`src/rtl/l1_i_cache_controller.sv`:
```
// ---------------------------------------------------------------------------------------------
// l1_i_cache_controller
//
// Control FSM for a 2-way L1 instruction cache. Latches a core fetch request, resolves hit/miss
// from the tag array's combinational result, picks a victim way on a miss (invalid way first,
// otherwise the per-set 1-bit LRU way), requests the 64B line from L2 and writes it back into
// the data/tag arrays before re-comparing.
//
// Ports
//   clk            clock, all logic on posedge
//   nrst           synchronous active-low reset
//   read_C_L1      core fetch request, sampled only while idle
//   address        fetch address, sampled with read_C_L1
//   ready_L1_C     one-cycle pulse: data array read data is valid
//   index_C_L1     latched set index to tag/data arrays
//   offset         latched byte offset to data array
//   tag_C_L1       latched tag to tag array (compare/write)
//   hit            tag-array hit for the latched index/tag
//   hit_way        way that hit (valid only with hit)
//   valid_way      valid bits {way1, way0} at the latched index
//   read_L1_L2     line request to L2, held until ready_L2_L1
//   address_L1_L2  line-aligned request address {tag, index, 6'd0}
//   ready_L2_L1    L2 line valid this cycle
//   refill         data-array write enable
//   way            refill way, or hit way for a read
//   update_tag     tag-array write enable, same cycle as refill
//   cnt_hit        saturating count of compare hits
//   cnt_miss       saturating count of compare misses
// ---------------------------------------------------------------------------------------------
module l1_i_cache_controller #(
    parameter int unsigned TNUM = 21,
    parameter int unsigned INUM = 26 - TNUM,
    parameter int unsigned CNTW = 16
) (
    input  logic            clk,
    input  logic            nrst,
    input  logic            read_C_L1,
    input  logic [31:0]     address,
    output logic            ready_L1_C,
    output logic [INUM-1:0] index_C_L1,
    output logic [5:0]      offset,
    output logic [TNUM-1:0] tag_C_L1,
    input  logic            hit,
    input  logic            hit_way,
    input  logic [1:0]      valid_way,
    output logic            read_L1_L2,
    output logic [31:0]     address_L1_L2,
    input  logic            ready_L2_L1,
    output logic            refill,
    output logic            way,
    output logic            update_tag,
    output logic [CNTW-1:0] cnt_hit,
    output logic [CNTW-1:0] cnt_miss
);

    localparam int unsigned Sets = 2 ** INUM;

    typedef enum logic [1:0] {
        StIdle,
        StCompare,
        StMiss,
        StRefill
    } state_e;

    state_e            state_q;
    logic [TNUM-1:0]   tag_q;
    logic [INUM-1:0]   index_q;
    logic [5:0]        offset_q;
    logic [Sets-1:0]   lru_q;       // per set: the way to evict next when both are valid
    logic              victim_q;
    logic              read_l2_q;
    logic              refill_q;
    logic [CNTW-1:0]   cnt_hit_q;
    logic [CNTW-1:0]   cnt_miss_q;
    logic              victim;
    logic              cmp_hit;

    // Invalid way first, then the LRU way of the set.
    always_comb begin
        if (!valid_way[0]) begin
            victim = 1'b0;
        end else if (!valid_way[1]) begin
            victim = 1'b1;
        end else begin
            victim = lru_q[index_q];
        end
    end

    always_ff @(posedge clk) begin
        if (!nrst) begin
            state_q    <= StIdle;
            tag_q      <= '0;
            index_q    <= '0;
            offset_q   <= '0;
            lru_q      <= '0;
            victim_q   <= 1'b0;
            read_l2_q  <= 1'b0;
            refill_q   <= 1'b0;
            cnt_hit_q  <= '0;
            cnt_miss_q <= '0;
        end else begin
            unique case (state_q)
                StIdle: begin
                    if (read_C_L1) begin
                        tag_q    <= address[31 -: TNUM];
                        index_q  <= address[6 +: INUM];
                        offset_q <= address[5:0];
                        state_q  <= StCompare;
                    end
                end
                StCompare: begin
                    if (hit) begin
                        lru_q[index_q] <= ~hit_way;
                        if (cnt_hit_q != '1) begin
                            cnt_hit_q <= cnt_hit_q + CNTW'(1);
                        end
                        state_q <= StIdle;
                    end else begin
                        victim_q  <= victim;
                        read_l2_q <= 1'b1;
                        if (cnt_miss_q != '1) begin
                            cnt_miss_q <= cnt_miss_q + CNTW'(1);
                        end
                        state_q <= StMiss;
                    end
                end
                StMiss: begin
                    if (ready_L2_L1) begin
                        read_l2_q <= 1'b0;
                        refill_q  <= 1'b1;
                        state_q   <= StRefill;
                    end
                end
                StRefill: begin
                    refill_q        <= 1'b0;
                    lru_q[index_q]  <= ~victim_q;
                    // Re-compare; the freshly written line must hit.
                    state_q         <= StCompare;
                end
                default: begin
                    state_q <= StIdle;
                end
            endcase
        end
    end

    // The tag array answers within the compare cycle, so the hit path decodes it directly.
    assign cmp_hit       = (state_q == StCompare) && hit;
    assign ready_L1_C    = cmp_hit;
    assign way           = cmp_hit ? hit_way : (refill_q ? victim_q : 1'b0);
    assign index_C_L1    = index_q;
    assign offset        = offset_q;
    assign tag_C_L1      = tag_q;
    assign read_L1_L2    = read_l2_q;
    assign address_L1_L2 = read_l2_q ? {tag_q, index_q, 6'd0} : 32'd0;
    assign refill        = refill_q;
    assign update_tag    = refill_q;
    assign cnt_hit       = cnt_hit_q;
    assign cnt_miss      = cnt_miss_q;

endmodule
```
`config.mk`:
```
export PLATFORM = sky130hd
export DESIGN_NAME = l1_i_cache_controller
export DESIGN_NICKNAME = d
export VERILOG_FILES = /design/src/rtl/l1_i_cache_controller.sv
export SDC_FILE = /design/constraint.sdc
export NUM_CORES = 1
export LEC_CHECK = 0
export CAP_MARGIN = 10
export CORE_MARGIN = 1.5
export CORE_UTILIZATION = 50
export CTS_BUF_LIST = sky130_fd_sc_hd__clkbuf_8
export DETAILED_ROUTE_END_ITERATION = 8
export PLACE_DENSITY_LB_ADDON = 0.08
export SLEW_MARGIN = 20
export SYNTH_ARGS = -nofsm -noshare
export SYNTH_HDL_FRONTEND = slang
export SYNTH_SLANG_ARGS = --single-unit
```
`constraint.sdc`:
```
create_clock -name clk -period 2.2 [get_ports clk]
set_clock_uncertainty 0.2 [all_clocks]
set_input_delay 0.22 -clock clk [delete_from_list [all_inputs] [get_ports clk]]
set_output_delay 0.22 -clock clk [all_outputs]
set_load 0.02 [all_outputs]
```
==> impl_metrics.toml <==
[worst_setup_path]
path_class = "reg -> out"
cpPeakStageDelay_ns = 0.60
critPathCaptureType = "primary output"
cp.arrival_ns = 1.72
crit_path_max_fanout = 11
required_ns = 1.78
start_kind = "register"
crit_path_cell_trace = "and2_1, clkdlybuf4s50_1"
critPathSlowestCell = "clkdlybuf4s50_1"

[sta]
setup_ws_ns = 0.0568
finalSetupViolations = 0
period_needed_ns = 2.14
slew_violations = 0
final-hold-violation-count = 0
clock.fmax_mhz = 467
fin_tns_setup_ns = 0
period_share_pct = 97.4

[clock_network]
cts.path.max_buffers = 2
insertion_delay_ns = 0.37
htreeDepth = 3
cts_tree = "done"
clkSinkCount = 101
clock-root-buffer = "clkbuf_8"
cts_buffers = 9
path_clk_slew_ns = 0.09
cts_hold_buf = 0

[logic_synthesis]
synth_warnings = 0
synth_top_family_by_area = "simple AND/OR/NAND/NOR gates"
synth_area_um2 = 5070
synth.avg_cell_area_um2 = 8.47
ys.flop_type = "dfxtp_1"
synthArstFlopShare_pct = 0
postSynthCellCount = 599
synth_compound_area_share_pct = 14.0
synth_top_area_share_pct = 39.9
synthSimpleGateAreaFrac_pct = 28.2
synthMuxAreaShare_pct = 7.45
synthTopCellsByArea = "dfxtp_1 (40%), nand2_1 (7.5%), a21boi_0 (7.0%)"
yosys.area.top_type = "dfxtp_1"
synth_xor_area_share_pct = 3.80
synthAdderAreaFrac_pct = 1.73
ys_ff_latch = 101
ys_types = 50
synth_edf_count = 0
ys_seq_area_share_pct = 39.9

[min_path]
hp-class = "in -> reg"

[die]
io_pins = 141
rows = 36
die-area_um2 = 10800
coreArea_um2 = 9820
die_w_um = 104
start_util_pct = 51.7
die_y_um = 104

[power]
p_per_area_nw_per_um2 = 544
ir_worst_vdd_uv = 362
fin_total_pwr_uw = 3710
pwr-share-seq_pct = 52.3
power.share.combinational_pct = 16.5
power_frac_clock_pct = 31.2
switching_power_uw = 988
swShare_pct = 26.6
cell_internal_pwr_uw = 2720
p_leak_uw = 0.00251

[final_layout]
fillerInstances = 845
final_common_cell = "clkdlybuf4s50_1"
final_cell_mix = "clkdlybuf4s50_1 (130), nand2_1 (101), dfxtp_1 (98)"
finish.utilization_pct = 69.5
nets = 776
syn2layout_area_growth_pct = 34.6
antenna_cells = 0
drive_gt1_share_pct = 8.17

[grt]
grt_pass1_vias = 4389
overflow = 0
gr-usage-all-layers_pct = 23.5
grt_start_max_net_pins = 110
antenna_found_initial = 0
grt_pass1_wl_um = 20900

[flow_run]
max_cap_violations = 0

[drt]
drcViolationCount = 0
first_iter_violations = 158
vias = 4510
drt-vias-per-instance = 5.20
routed_wl_um = 12500
detail_route.first_pass.iterations = 4
post_drt_wl_per_cell_um = 14.4
ant_nets = 0

[status]
status = "complete, no violations"

[place]
preCtsSetupSlack_ns = 0.0396
dp_hpwl_um = 8690
io_buffers = 134
gp_congestion = 0.779
==> state kept, by name, summed over array words and instances, names as in the netlist <==
signal      cells
lru_q          32
refill          1
victim_q        1
tag_C_L1       21
state_q         2
cnt_hit        16
index_C_L1      5
offset          6
read_L1_L2      1
cnt_miss       16
==> final cells by class <==
cell class              instances  area [um2]  share of cell area, %
multi-input cells             449        2830                   41.4
flip-flops and latches        101        2030                   29.8
repair buffers                160        1580                   23.1
well taps                     133         166                   2.44
clock buffers                  10         138                   2.02
clock inverters                 6        53.8                  0.788
inverters                       8        30.0                  0.440
==> repair_timing <==
item,CTS,global route
pin swaps,0,2
cloned,0,0
endpoints found under the setup margin,20,21
resized for setup,7,5
endpoints found under the hold margin,0,0
setup buffers,0,4
==> synthesized netlist by cell type, drive strengths merged, types with 2 or more instances <==
cell / instances
a21boi: 52
a21oi: 3
a31oi: 2
and2: 52
and3: 6
and4: 8
buf: 17
clkbuf: 29
dfxtp: 101
ha: 7
inv: 8
mux2i: 25
mux4: 5
nand2: 101
nand2b: 7
nand3: 20
nand3b: 4
nand4: 10
nor2: 35
nor2b: 18
nor3: 8
nor3b: 3
nor4: 2
o211ai: 4
o21ai: 34
o22ai: 2
or3b: 3
xnor2: 13
xor2: 9
==> worst paths after layout <==
check                     endpoint  slack [ns]           from  cells after the start
hold reg to reg          offset[0]        0.27      offset[0]                      2
setup / recovery  address_L1_L2[8]        0.06  index_C_L1[2]                      2
hold / removal       index_C_L1[0]        0.18           nrst                      3
setup reg to reg         lru_q[12]        0.12     state_q[1]                      7
==> routing by layer <==
layer	track usage (%)	wire, um	share of wire, %	vias up
li1	-	-	-	2263
met1	29.4	5400	43	2110
met2	38.7	6210	50	119
met3	6.48	724	5.8	18
met4	8.73	188	1.5	0
met5	0	0	0	-
==> power groups by stage <==
stage          Clock [uW]  Sequential, uW  Combinational [uW]
6_report             1160            1940                 612
3_3_place_gp            0            1980                 595
2_1_floorplan           0            2020                 292
4_1_cts              1190            1940                 609
3_5_place_dp            0            1980                 608
5_1_grt              1280            1950                 662
==> kinds of logic after synthesis <==
group / count (synthesis)
xor+xnor: 22
compound gates: 104
flops: 101
other cells: 1
simple gates: 279
fa+ha+maj: 7
buf+inv: 54
mux: 31
==> per-stage QoR <==
step           hold WS [ns]  instances  cell area, um2
6_report              0.181        867            6830
5_1_grt               0.195        867            6830
4_1_cts               0.181        863            6790
3_5_place_dp          0.260        847            6600
3_3_place_gp          0.252        847            6600
2_1_floorplan         0.165        604            5090
==> critical path: cells and delay by family (launching register included) <==
family	cells	cell delay, ns
and+or+nand+nor	1	0.20
DFF	1	0.57
buffers and inverters	1	0.60
Note: power is estimated with default switching activity, not from simulation.
